`src/rtl/serial_link_tx_if.sv`:
```
// Host-side bundle for serial_link_tx: byte-write strobe and data in, serial frame and status out.
interface serial_link_tx_if #(
  parameter int WIDTH = 8
);
  logic             load;
  logic [WIDTH-1:0] data_in;
  logic             clr_ovr;
  logic             ready;
  logic             serial_out;
  logic             done;
  logic             busy;
  logic             full;
  logic             overrun;

  modport master (
    output load, data_in, clr_ovr,
    input  ready, serial_out, done, busy, full, overrun
  );

  modport slave (
    input  load, data_in, clr_ovr,
    output ready, serial_out, done, busy, full, overrun
  );
endinterface

```
`src/rtl/serial_link_tx.sv`:
```
// Parallel-to-serial frame source for the SAP-II serial input port, with a one-byte holding register.
// Define SERIAL_LINK_TX_GAP_EN to insert one ready=0 cycle between queued frames.
module serial_link_tx #(
  parameter int WIDTH = 8
) (
  input  logic                 CLK,
  input  logic                 nCLR,
  serial_link_tx_if.slave      bus
);

  localparam int CNT_W = (WIDTH > 1) ? $clog2(WIDTH) : 1;

`ifdef SERIAL_LINK_TX_GAP_EN
  typedef enum logic [1:0] {IDLE = 2'd0, SHIFT = 2'd1, GAP = 2'd2} state_t;
`else
  typedef enum logic [1:0] {IDLE = 2'd0, SHIFT = 2'd1} state_t;
`endif

  state_t             state_q, state_d;
  logic [WIDTH-1:0]   sh_q, sh_d;
  logic [CNT_W-1:0]   cnt_q, cnt_d;
  logic [WIDTH-1:0]   hold_q, hold_d;
  logic               full_q, full_d;
  logic               ovr_q, ovr_d;
  logic               done_q, done_d;
  logic               drain;
  logic               last_bit;

  assign last_bit = (cnt_q == CNT_W'(WIDTH - 1));

  always_comb begin
    // NOTE: every variable gets a default before the case so no path leaves it unassigned (no latch).
    state_d = state_q;
    sh_d    = sh_q;
    cnt_d   = cnt_q;
    done_d  = 1'b0;
    drain   = 1'b0;

    unique case (state_q)
      IDLE: begin
        // A byte can land in hold on the edge the previous frame ended; send it next.
        if (full_q) begin
          sh_d    = hold_q;
          cnt_d   = '0;
          drain   = 1'b1;
          state_d = SHIFT;
        end else if (bus.load) begin
          sh_d    = bus.data_in;
          cnt_d   = '0;
          state_d = SHIFT;
        end
      end
      SHIFT: begin
        sh_d  = sh_q >> 1;
        cnt_d = cnt_q + 1'b1;
        if (last_bit) begin
          done_d = 1'b1;
          if (full_q) begin
`ifdef SERIAL_LINK_TX_GAP_EN
            state_d = GAP;
`else
            sh_d  = hold_q;
            cnt_d = '0;
            drain = 1'b1;
`endif
          end else begin
            state_d = IDLE;
          end
        end
      end
`ifdef SERIAL_LINK_TX_GAP_EN
      GAP: begin
        sh_d    = hold_q;
        cnt_d   = '0;
        drain   = 1'b1;
        state_d = SHIFT;
      end
`endif
      default: state_d = IDLE;
    endcase
  end

  // Holding register: a load coinciding with a drain refills hold instead of overrunning.
  always_comb begin
    hold_d = hold_q;
    full_d = full_q;
    ovr_d  = ovr_q & ~bus.clr_ovr;
    if (drain) begin
      full_d = bus.load;
      if (bus.load) hold_d = bus.data_in;
    end else if (state_q != IDLE && bus.load) begin
      if (full_q) begin
        ovr_d = 1'b1;
      end else begin
        hold_d = bus.data_in;
        full_d = 1'b1;
      end
    end
  end

  always_ff @(posedge CLK or negedge nCLR) begin
    if (!nCLR) begin
      // NOTE: hold is cleared too so a reset mid-frame cannot resend a stale queued byte.
      state_q <= IDLE;
      sh_q    <= '0;
      cnt_q   <= '0;
      hold_q  <= '0;
      full_q  <= 1'b0;
      ovr_q   <= 1'b0;
      done_q  <= 1'b0;
    end else begin
      // NOTE: state registers use non-blocking assignment so all flops update from pre-edge values.
      state_q <= state_d;
      sh_q    <= sh_d;
      cnt_q   <= cnt_d;
      hold_q  <= hold_d;
      full_q  <= full_d;
      ovr_q   <= ovr_d;
      done_q  <= done_d;
    end
  end

  assign bus.ready      = (state_q == SHIFT);
  assign bus.serial_out = (state_q == SHIFT) & sh_q[0];
  assign bus.done       = done_q;
  assign bus.busy       = (state_q != IDLE) | full_q;
  assign bus.full       = full_q;
  assign bus.overrun    = ovr_q;

endmodule
```
`src/flat_wrapper.sv`:
```
// flat-port wrapper written by rule: the top's interface ports become plain ports
module serial_link_tx_flat 
#(
  parameter int WIDTH = 8
)
  (CLK, nCLR, bus_load, bus_data_in, bus_clr_ovr, bus_ready, bus_serial_out, bus_done, bus_busy, bus_full, bus_overrun);
  serial_link_tx_if #(.WIDTH(WIDTH)) bus_i ();
  input  logic CLK;
  input  logic nCLR;
  input wire logic [$bits(bus_i.load)-1:0] bus_load;
  input wire logic [$bits(bus_i.data_in)-1:0] bus_data_in;
  input wire logic [$bits(bus_i.clr_ovr)-1:0] bus_clr_ovr;
  output wire logic [$bits(bus_i.ready)-1:0] bus_ready;
  output wire logic [$bits(bus_i.serial_out)-1:0] bus_serial_out;
  output wire logic [$bits(bus_i.done)-1:0] bus_done;
  output wire logic [$bits(bus_i.busy)-1:0] bus_busy;
  output wire logic [$bits(bus_i.full)-1:0] bus_full;
  output wire logic [$bits(bus_i.overrun)-1:0] bus_overrun;
  assign bus_i.load = bus_load;
  assign bus_i.data_in = bus_data_in;
  assign bus_i.clr_ovr = bus_clr_ovr;
  assign bus_ready = bus_i.ready;
  assign bus_serial_out = bus_i.serial_out;
  assign bus_done = bus_i.done;
  assign bus_busy = bus_i.busy;
  assign bus_full = bus_i.full;
  assign bus_overrun = bus_i.overrun;
  serial_link_tx #(.WIDTH(WIDTH)) u_core (.CLK(CLK), .nCLR(nCLR), .bus(bus_i));
endmodule
```
`config.mk`:
```
export PLATFORM = sky130hd
export DESIGN_NAME = serial_link_tx_flat
export DESIGN_NICKNAME = d
export VERILOG_FILES = /design/src/rtl/serial_link_tx_if.sv /design/src/rtl/serial_link_tx.sv /design/src/flat_wrapper.sv
export SDC_FILE = /design/constraint.sdc
export NUM_CORES = 1
export LEC_CHECK = 0
export CAP_MARGIN = 20
export CORE_MARGIN = 2
export CORE_UTILIZATION = 56
export CTS_CLUSTER_SIZE = 28
export DETAILED_ROUTE_END_ITERATION = 7
export PLACE_DENSITY = 0.83
export SETUP_SLACK_MARGIN = 0.3
export SLEW_MARGIN = 20
export SYNTH_ARGS = -nofsm -noshare
export SYNTH_HDL_FRONTEND = slang
export SYNTH_SLANG_ARGS = --single-unit
```
`constraint.sdc`:
```
create_clock -name CLK -period 5.35 [get_ports CLK]
set_clock_uncertainty 0.15 [all_clocks]
set_input_delay 1.07 -clock CLK [delete_from_list [all_inputs] [get_ports CLK]]
set_output_delay 1.07 -clock CLK [all_outputs]
set_load 0.05 [all_outputs]
```
# == Yosys cells after proc, flatten, opt, wreduce, memory -nomap -nowiden ==
# Cells that the tools add are included.
# classes
add_sub_neg,1
multipliers,0
div,0
order_cmp,0
n_eq_ne,7
n_shift,0
n_mux,28
bitwise,4
reduce_logical,8
# ops
cell,count
2-to-1 mux 8 bit,7
case mux 8 bit (2 select lines),1
2-to-1 mux 3 bit,4
2-to-1 mux 1 bit,9
2-to-1 mux 2 bit,4
inequality test 2 bit (second input constant),3
case mux 3 bit (2 select lines),1
AND reduction 3 bit,2
nonzero test 2 bit,3
case mux 2 bit (2 select lines),1
adder 3 x 1 -> 3 bit (second input constant),1
equality test 3 bit (second input constant),1
inequality test 3 x 2 -> 1 bit (second input constant),1
bitwise AND 1 bit,2
equality test 2 x 1 -> 1 bit (second input constant),1
logical NOT 2 bit,1
inequality test 2 x 1 -> 1 bit (second input constant),1
case mux 1 bit (2 select lines),1
AND reduction 2 bit,1
logical AND 1 bit,1
NOT 1 bit,1
OR 1 bit,1
# word_totals
regBits,24
latch_bits,0
ramBits,0
rom_bits,0
in_bits,12
output_inout_bits,6
mem_count,0

# == Longest topological paths before layout ==
# depth
depth_word,5
mapped_depth,7
depth_no_buf,6

# == Worst setup path before layout ==
# OpenSTA, ideal clock, no wires.
# synth_timing
path_type,register to output
startpoint,register u_core.state_q[0]
endpoint,output bus_serial_out
t_arrival_ps,1571
setup_slack_ps,2559
path_stages_with_launch,4
n_path_buf,2
path_cell_list,dfrtp_1 > buf_4 > clkbuf_1 > and2_1
# synth_between
elab_chain_len,2
# synth_rtl
item,line_no,text
from (decl),serial_link_tx.sv:19,"state_t state_q, state_d;"
from (signal assigned),serial_link_tx.sv:113,state_q <= state_d;
equality test 2 x 1 -> 1 bit,serial_link_tx.sv:124,assign bus.serial_out = (state_q == SHIFT) & sh_q[0];
bitwise AND 1 bit,serial_link_tx.sv:124,
to (decl),flat_wrapper.sv:14,output wire logic [$bits(bus_i.serial_out)-1:0] bus_serial_out;
# Every way passes these cells.

# == Final worst setup path ==
# layout_timing
startpoint,register u_core.state_q[0]
endpoint,output bus_busy
# layout_between
elab_chain_len,2
# layout_rtl
item,line_no,text
nonzero test 2 bit,serial_link_tx.sv:126,assign bus.busy = (state_q != IDLE) | full_q;
OR 1 bit,serial_link_tx.sv:126,
to (decl),flat_wrapper.sv:16,output wire logic [$bits(bus_i.busy)-1:0] bus_busy;
# Every way passes these cells.

==> impl_metrics.csv <==
group,metric,value,unit
status,run_status,"complete, no violations",
timing,hold_violations,0,
pwr,p_leak,0.564,nW
pwr,clockPowerShare,12.6,%
drt,routedWlPerCell,14.5,microns
die,boundaryPins,18,
logic_synthesis,avgSynthCellArea,10.2,sq um
logic_synthesis,yosysWarnings,0,
timing,max_slew_margin,62.6,%
cells_and_area,fin_cells,153,
global_routing,grt_max_degree,24,
timing,finalCritPeriodShare,66.4,%
place,hpwl,1.58,mm
die,core,1960,sq um
drt,ant_nets,0,
cells_and_area,fillCellCount,160,
drt,drtPass1Iterations,4,
pwr,ir_drop,0.310,mV
setup_path,arrival,2.33,ns
global_routing,grt_overflow,0,
setup_path,crit_fanout,20,
cts,post_cts_resized,0,
cts,cts-root-buf,"clkbuf_4",
drt,top_layer,"met4",
setup_path,worstSetupStartpointType,"register",
timing,period_minus_slack,3.55,ns
logic_synthesis,synth_seq_cells,23,
setup_path,reg2regPathDepth,4,
pwr,swShare,36.7,%
logic_synthesis,synthDistinctLibCells,30,
place,io_buffers,17,
cells_and_area,drive_gt1_share,12.7,%
drt,num_vias,884,
cts,cts_sinks,23,
cells_and_area,final_common_cell,"dfrtp_1",
cts,clk_path_buf_depth,2,
drt,wl_met3,105,microns
logic_synthesis,synthArstFlopShare,100,%
pwr,power,0.635,mW
place,gp_congestion,0.785,
pwr,p_int,0.402,mW
die,rows,16,
global_routing,grt_pass1_vias,898,
setup_path,cp-end-kind,"output port",
timing,tightest_slew,0.560,ns
drt,wl_met1,1.03,mm
drt,via_per_inst,5.78,
timing,max_freq,0.281,GHz
drt,drtIter0Drc,17,
cts,hold_buffers,0,
timing,fin_ws,1.80,ns
pwr,p_sw,0.233,mW
cts,clkLatencyLatePin,0.31,ns
cts,htreeDepth,1,
drt,drt_wl_total,2.22,mm
pwr,pwr-share-comb,40.7,%
place,pre_cts_ws,2.17,ns
setup_path,cp.required,4.13,ns
drt,drc,0,
timing,rsz0062_at_grt,"false",
logic_synthesis,seq_area_frac_synth,49.3,%
cells_and_area,n_antenna_cell,0,
global_routing,antenna_found_initial,0,
timing,setup_tns,0,ns
timing,slew_viol_final,0,
logic_synthesis,synth-edff-count,0,
die,die_w,49.7,microns
pwr,power.density,475,nW/um^2
min_path,holdPathStages,1,
drt,wl_met2,1.05,mm
cells_and_area,area_growth,14.7,%
global_routing,grtUsageTotal,20.7,%
setup_path,worstSetupPathType,"reg -> out",
cts,cts_tree,"yes",
logic_synthesis,synth_nets,129,
job,cap_violations,0,
cts,post_cts_buffers,0,
logic_synthesis,syn-cell-area,1170,sq um
logic_synthesis,synthCells,114,
cells_and_area,fin_nets,142,
timing,finalSetupViolCount,0,
min_path,holdCritPathClass,"reg -> reg",
pwr,p_seq_share,46.7,%
global_routing,grt_first_pass_wirelength,3.93,mm
die,start_util,59.5,%
die,die_y,49.7,microns
die,die-area,2470,sq um
cells_and_area,final_cell_mix,"dfrtp_1, clkdlybuf4s50_1, nor2_1, nand2_1, o21ai_0",
place,post-place-cells,149,
logic_synthesis,synthFlopType,"dfrtp_1",
cts,cts.clk_slew.worst_paths,0.12,ns
cts,cts_buffers,3,
==> worst paths after layout <==
| check | slack [ns] | startpoint | to |
|---|---|---|---|
| min | 0.38 | u_core.cnt_q[0]$_DFFE_PN0P_ | u_core.cnt_q[0]$_DFFE_PN0P_ |
| max in group asynchronous | 4.15 | nCLR | u_core.hold_q[3]$_DFFE_PN0P_ |
| min in group asynchronous | 0.56 | nCLR | u_core.bus.overrun$_DFF_PN0_ |
| max | 1.80 | u_core.state_q[0]$_DFFE_PN0P_ | bus_busy |
| max reg2reg | 3.21 | u_core.state_q[0]$_DFFE_PN0P_ | u_core.hold_q[3]$_DFFE_PN0P_ |
| min reg2reg | 0.38 | u_core.cnt_q[0]$_DFFE_PN0P_ | u_core.cnt_q[0]$_DFFE_PN0P_ |
==> stage by stage <==
step	utilization [%]	cell area (sq um)	hold WS, ns
final	68.2	1340	0.382
after global routing	68.2	1340	0.407
after CTS	68.5	1340	0.376
after detailed placement	67.2	1320	0.354
after global placement	67.2	1320	0.353
after floorplan	-	1170	0.331
==> power groups by stage <==
| stage | combinational [mW] | sequential (mW) | clock (mW) |
|---|---|---|---|
| 3_3_place_gp | 0.247 | 0.297 | 0 |
| 2_1_floorplan | 0.185 | 0.303 | 0 |
| 6_report | 0.259 | 0.297 | 0.0800 |
| 3_5_place_dp | 0.261 | 0.300 | 0 |
| 5_1_grt | 0.285 | 0.307 | 0.0902 |
| 4_1_cts | 0.261 | 0.296 | 0.0838 |
==> logic make-up after synthesis <==
| logic type | share of synthesized area, % |
|---|---|
| fa+ha+maj | 3.22 |
| compound gates | 18.9 |
| simple gates | 13.9 |
| flops | 49.3 |
| buf+inv | 5.25 |
| mux | 9.43 |
==> cell usage after synthesis (all sizes together) (2+ instances only) <==
| cell | number | area [sq um] |
|---|---|---|
| a21boi | 2 | 15.0 |
| nand2 | 12 | 52.6 |
| mux2 | 8 | 90.1 |
| mux2i | 2 | 20.0 |
| and2 | 2 | 12.5 |
| a31oi | 7 | 43.8 |
| a21oi | 2 | 21.3 |
| dfrtp | 23 | 576 |
| o22ai | 2 | 12.5 |
| nor2 | 16 | 67.6 |
| clkbuf | 6 | 23.8 |
| o221ai | 7 | 61.3 |
| ha | 3 | 37.5 |
| or2 | 2 | 12.5 |
| buf | 3 | 30.0 |
| o21ai | 10 | 50.1 |
==> registers in the layout (all words and copies together) (netlist names) <==
signal	flops
u_core.sh_q	8
u_core.state_q	1
u_core.bus.done	1
u_core.cnt_q	3
u_core.hold_q	8
u_core.bus.overrun	1
u_core.bus.full	1
==> worst max-delay path, stage by stage, from the launching register on <==
cell and delay (ns):
dfrtp_1 0.72, or2_1 0.41, clkdlybuf4s50_1 0.88
==> area by class of cell <==
cell class	instances	area (sq um)	area share, %
multi-input combinational	80	531	39.6
sequential	23	576	43.0
timing repair buffer	17	165	12.3
tap	27	33.8	2.52
inverter	2	7.51	0.561
clock buffer	4	26.3	1.96
==> routing by layer <==
| metal | vias up | track usage [%] |
|---|---|---|
| met3 | 3 | 4.55 |
| li1 | 434 | - |
| met1 | 422 | 26.3 |
| met2 | 25 | 33.3 |
| met5 | - | 0 |
| met4 | 0 | 9.72 |
Note: power is estimated with default switching activity, not from simulation.
==> patch, RTL diff (same flow settings) <==
`WIDTH` is set to 8 in 3 places; all go to 4.
--- a/src/rtl/serial_link_tx_if.sv
+++ b/src/rtl/serial_link_tx_if.sv
@@ -1,6 +1,6 @@
 // Host-side bundle for serial_link_tx: byte-write strobe and data in, serial frame and status out.
 interface serial_link_tx_if #(
-  parameter int WIDTH = 8
+  parameter int WIDTH = 4
 );
   logic             load;
   logic [WIDTH-1:0] data_in;
--- a/src/rtl/serial_link_tx.sv
+++ b/src/rtl/serial_link_tx.sv
@@ -1,7 +1,7 @@
 // Parallel-to-serial frame source for the SAP-II serial input port, with a one-byte holding register.
 // Define SERIAL_LINK_TX_GAP_EN to insert one ready=0 cycle between queued frames.
 module serial_link_tx #(
-  parameter int WIDTH = 8
+  parameter int WIDTH = 4
 ) (
   input  logic                 CLK,
   input  logic                 nCLR,
--- a/src/flat_wrapper.sv
+++ b/src/flat_wrapper.sv
@@ -1,7 +1,7 @@
 // flat-port wrapper written by rule: the top's interface ports become plain ports
 module serial_link_tx_flat 
 #(
-  parameter int WIDTH = 8
+  parameter int WIDTH = 4
 )
   (CLK, nCLR, bus_load, bus_data_in, bus_clr_ovr, bus_ready, bus_serial_out, bus_done, bus_busy, bus_full, bus_overrun);
   serial_link_tx_if #(.WIDTH(WIDTH)) bus_i ();
Ports: changed (resized bus_data_in); port bits go from 18 to 14. The function was not compared with the original's and may differ.
==> patch against the unedited design <==
  * Synthesized cell count fell by 40%
  * Sequential cell count down 9
  * Cell area shrank 37%
  * Synthesized area down 41%
  * Routed wire length down 38%
  * Worst setup slack gained 0.35 ns
  * Total power decreased by 31%
  * Utilization grew 6.2 points
  * Largest power group is now combinational cells
==> patch: results (changes against the unedited design) <==
** Placement
- Global placement routability congestion :: 0.8557 (was 0.7851)
- Post-Place Setup Slack :: 2.473 ns (was 2.170 ns)
- The placed cell area is 815.8 um2 (was 1318 um2).

** Yosys
- Number of nets produced by synthesis :: 78 (was 129)
- The proportion of synthesized chip area in sequential cells came to 50.54% (was 49.30%).
- List of most frequent post-synthesis cells :: sky130_fd_sc_hd__dfrtp_1 (14), sky130_fd_sc_hd__nor2_1 (8), sky130_fd_sc_hd__nand2_1 (6), sky130_fd_sc_hd__o21ai_0 (6) (was sky130_fd_sc_hd__dfrtp_1 (23), sky130_fd_sc_hd__nor2_1 (15), sky130_fd_sc_hd__nand2_1 (11), sky130_fd_sc_hd__o21ai_0 (10), sky130_fd_sc_hd__mux2_2 (8))
- Area contributors post-synth :: sky130_fd_sc_hd__dfrtp_1 (51%), sky130_fd_sc_hd__o21ai_0 (4.3%), sky130_fd_sc_hd__nor2_1 (4.3%), sky130_fd_sc_hd__o221ai_1 (3.8%), sky130_fd_sc_hd__ha_1 (3.6%) (was sky130_fd_sc_hd__dfrtp_1 (49%), sky130_fd_sc_hd__mux2_2 (7.7%), sky130_fd_sc_hd__o221ai_1 (5.3%), sky130_fd_sc_hd__nor2_1 (4.8%), sky130_fd_sc_hd__o21ai_0 (4.3%))
- Post-synth cell types :: 27 (was 30)
- Cells after synthesis :: 68 (was 114)

** Setup path
- Worst-path fanout max :: 15 (was 20)
- The setup slack of the worst register-to-register path is 3.58 ns (was 3.21 ns).
- R2R Path End :: u_core.hold_q[1] (was u_core.hold_q[3])
- CP arrival :: 1.99 ns (was 2.33 ns)

** Finish
- The count of non-filler cells in the finished layout came to 94 (was 153).
- The number of sequential cells was 14 (was 23).
- The fraction of cell area in non-clock buffers was 15.52% (was 12.34%).
- Clock network area share :: 2.687% (was 1.963%)
- The total area of sequential cells came to 350.3 um2 (was 575.6 um2).
- The net count of the finished layout came to 92 (was 142).
- The non-clock buffer count in the final layout is 13 (was 17).
- Largest registers :: u_core.hold_q (4), u_core.sh_q (4), u_core.cnt_q (2) (was u_core.hold_q (8), u_core.sh_q (8), u_core.cnt_q (3))
- Layout Cell Area excl Fill :: 838.3 um2 (was 1339 um2)
- Multi-input logic cell count :: 48 (was 80)

** Clock network
- Clk Latency, worst-skew pair :: 0.27 ns (was 0.31 ns)
- CTS clock-pin slew for the worst setup and hold paths :: 0.07 ns (was 0.12 ns)

** Global routing
- The met2 track demand over resource in global routing is 32.92% (was 33.33%).
- The wire length of the first global-routing pass came to 2187 um (was 3926 um).
- The via count of the first global-routing pass is 501 (was 898).
- Aggregate global-route resource usage :: 22.38% (was 20.67%)

** Outcome
- Outcome: finished, final reports clean (unchanged).

** Routing
- The detailed route wirelength on metal3 was 98 um (was 105 um).
- The length of routed wiring on met1 came to 633 um (was 1025 um).
- The count of routing violations after the opening detailed-route iteration came to 3 (was 17).
- Average wire per standard cell :: 14.55 um (was 14.48 um)

** Floorplanning
- Die outline area :: 1535 um2 (was 2466 um2)

** Power and ir drop
- Peak VDD IR :: 262.5 uV (was 310.2 uV)
patch: cell types whose count changed after synthesis, moves of 2 or more:
cell,unedited run,this run
sky130_fd_sc_hd__o221ai_1,7,3
sky130_fd_sc_hd__clkbuf_1,5,1
sky130_fd_sc_hd__a31oi_1,7,3
sky130_fd_sc_hd__dfrtp_1,23,14
sky130_fd_sc_hd__nor2_1,15,8
sky130_fd_sc_hd__o21ai_0,10,6
sky130_fd_sc_hd__buf_2,0,2
sky130_fd_sc_hd__mux2_2,8,2
sky130_fd_sc_hd__nand2_1,11,6
sky130_fd_sc_hd__mux2_1,0,2
patch: cells by family (layout without fill, tap and decap cells):
kind of cell	Yosys count	after routing	share of synthesized area, %
simple gates	22	22	14.62
compound gates	18	18	17.15
flops	14	14	50.54
mux	6	6	9.386
buf+inv	6	18	4.693
fa+ha+maj	2	2	3.610
patch: where the power goes:
group          total (uW)  switching, uW  leakage (uW)  internal, uW
clock                58.9           32.8     0.0000138          26.1
combinational         199            109      0.000187          90.0
sequential            184           35.5      0.000166           149
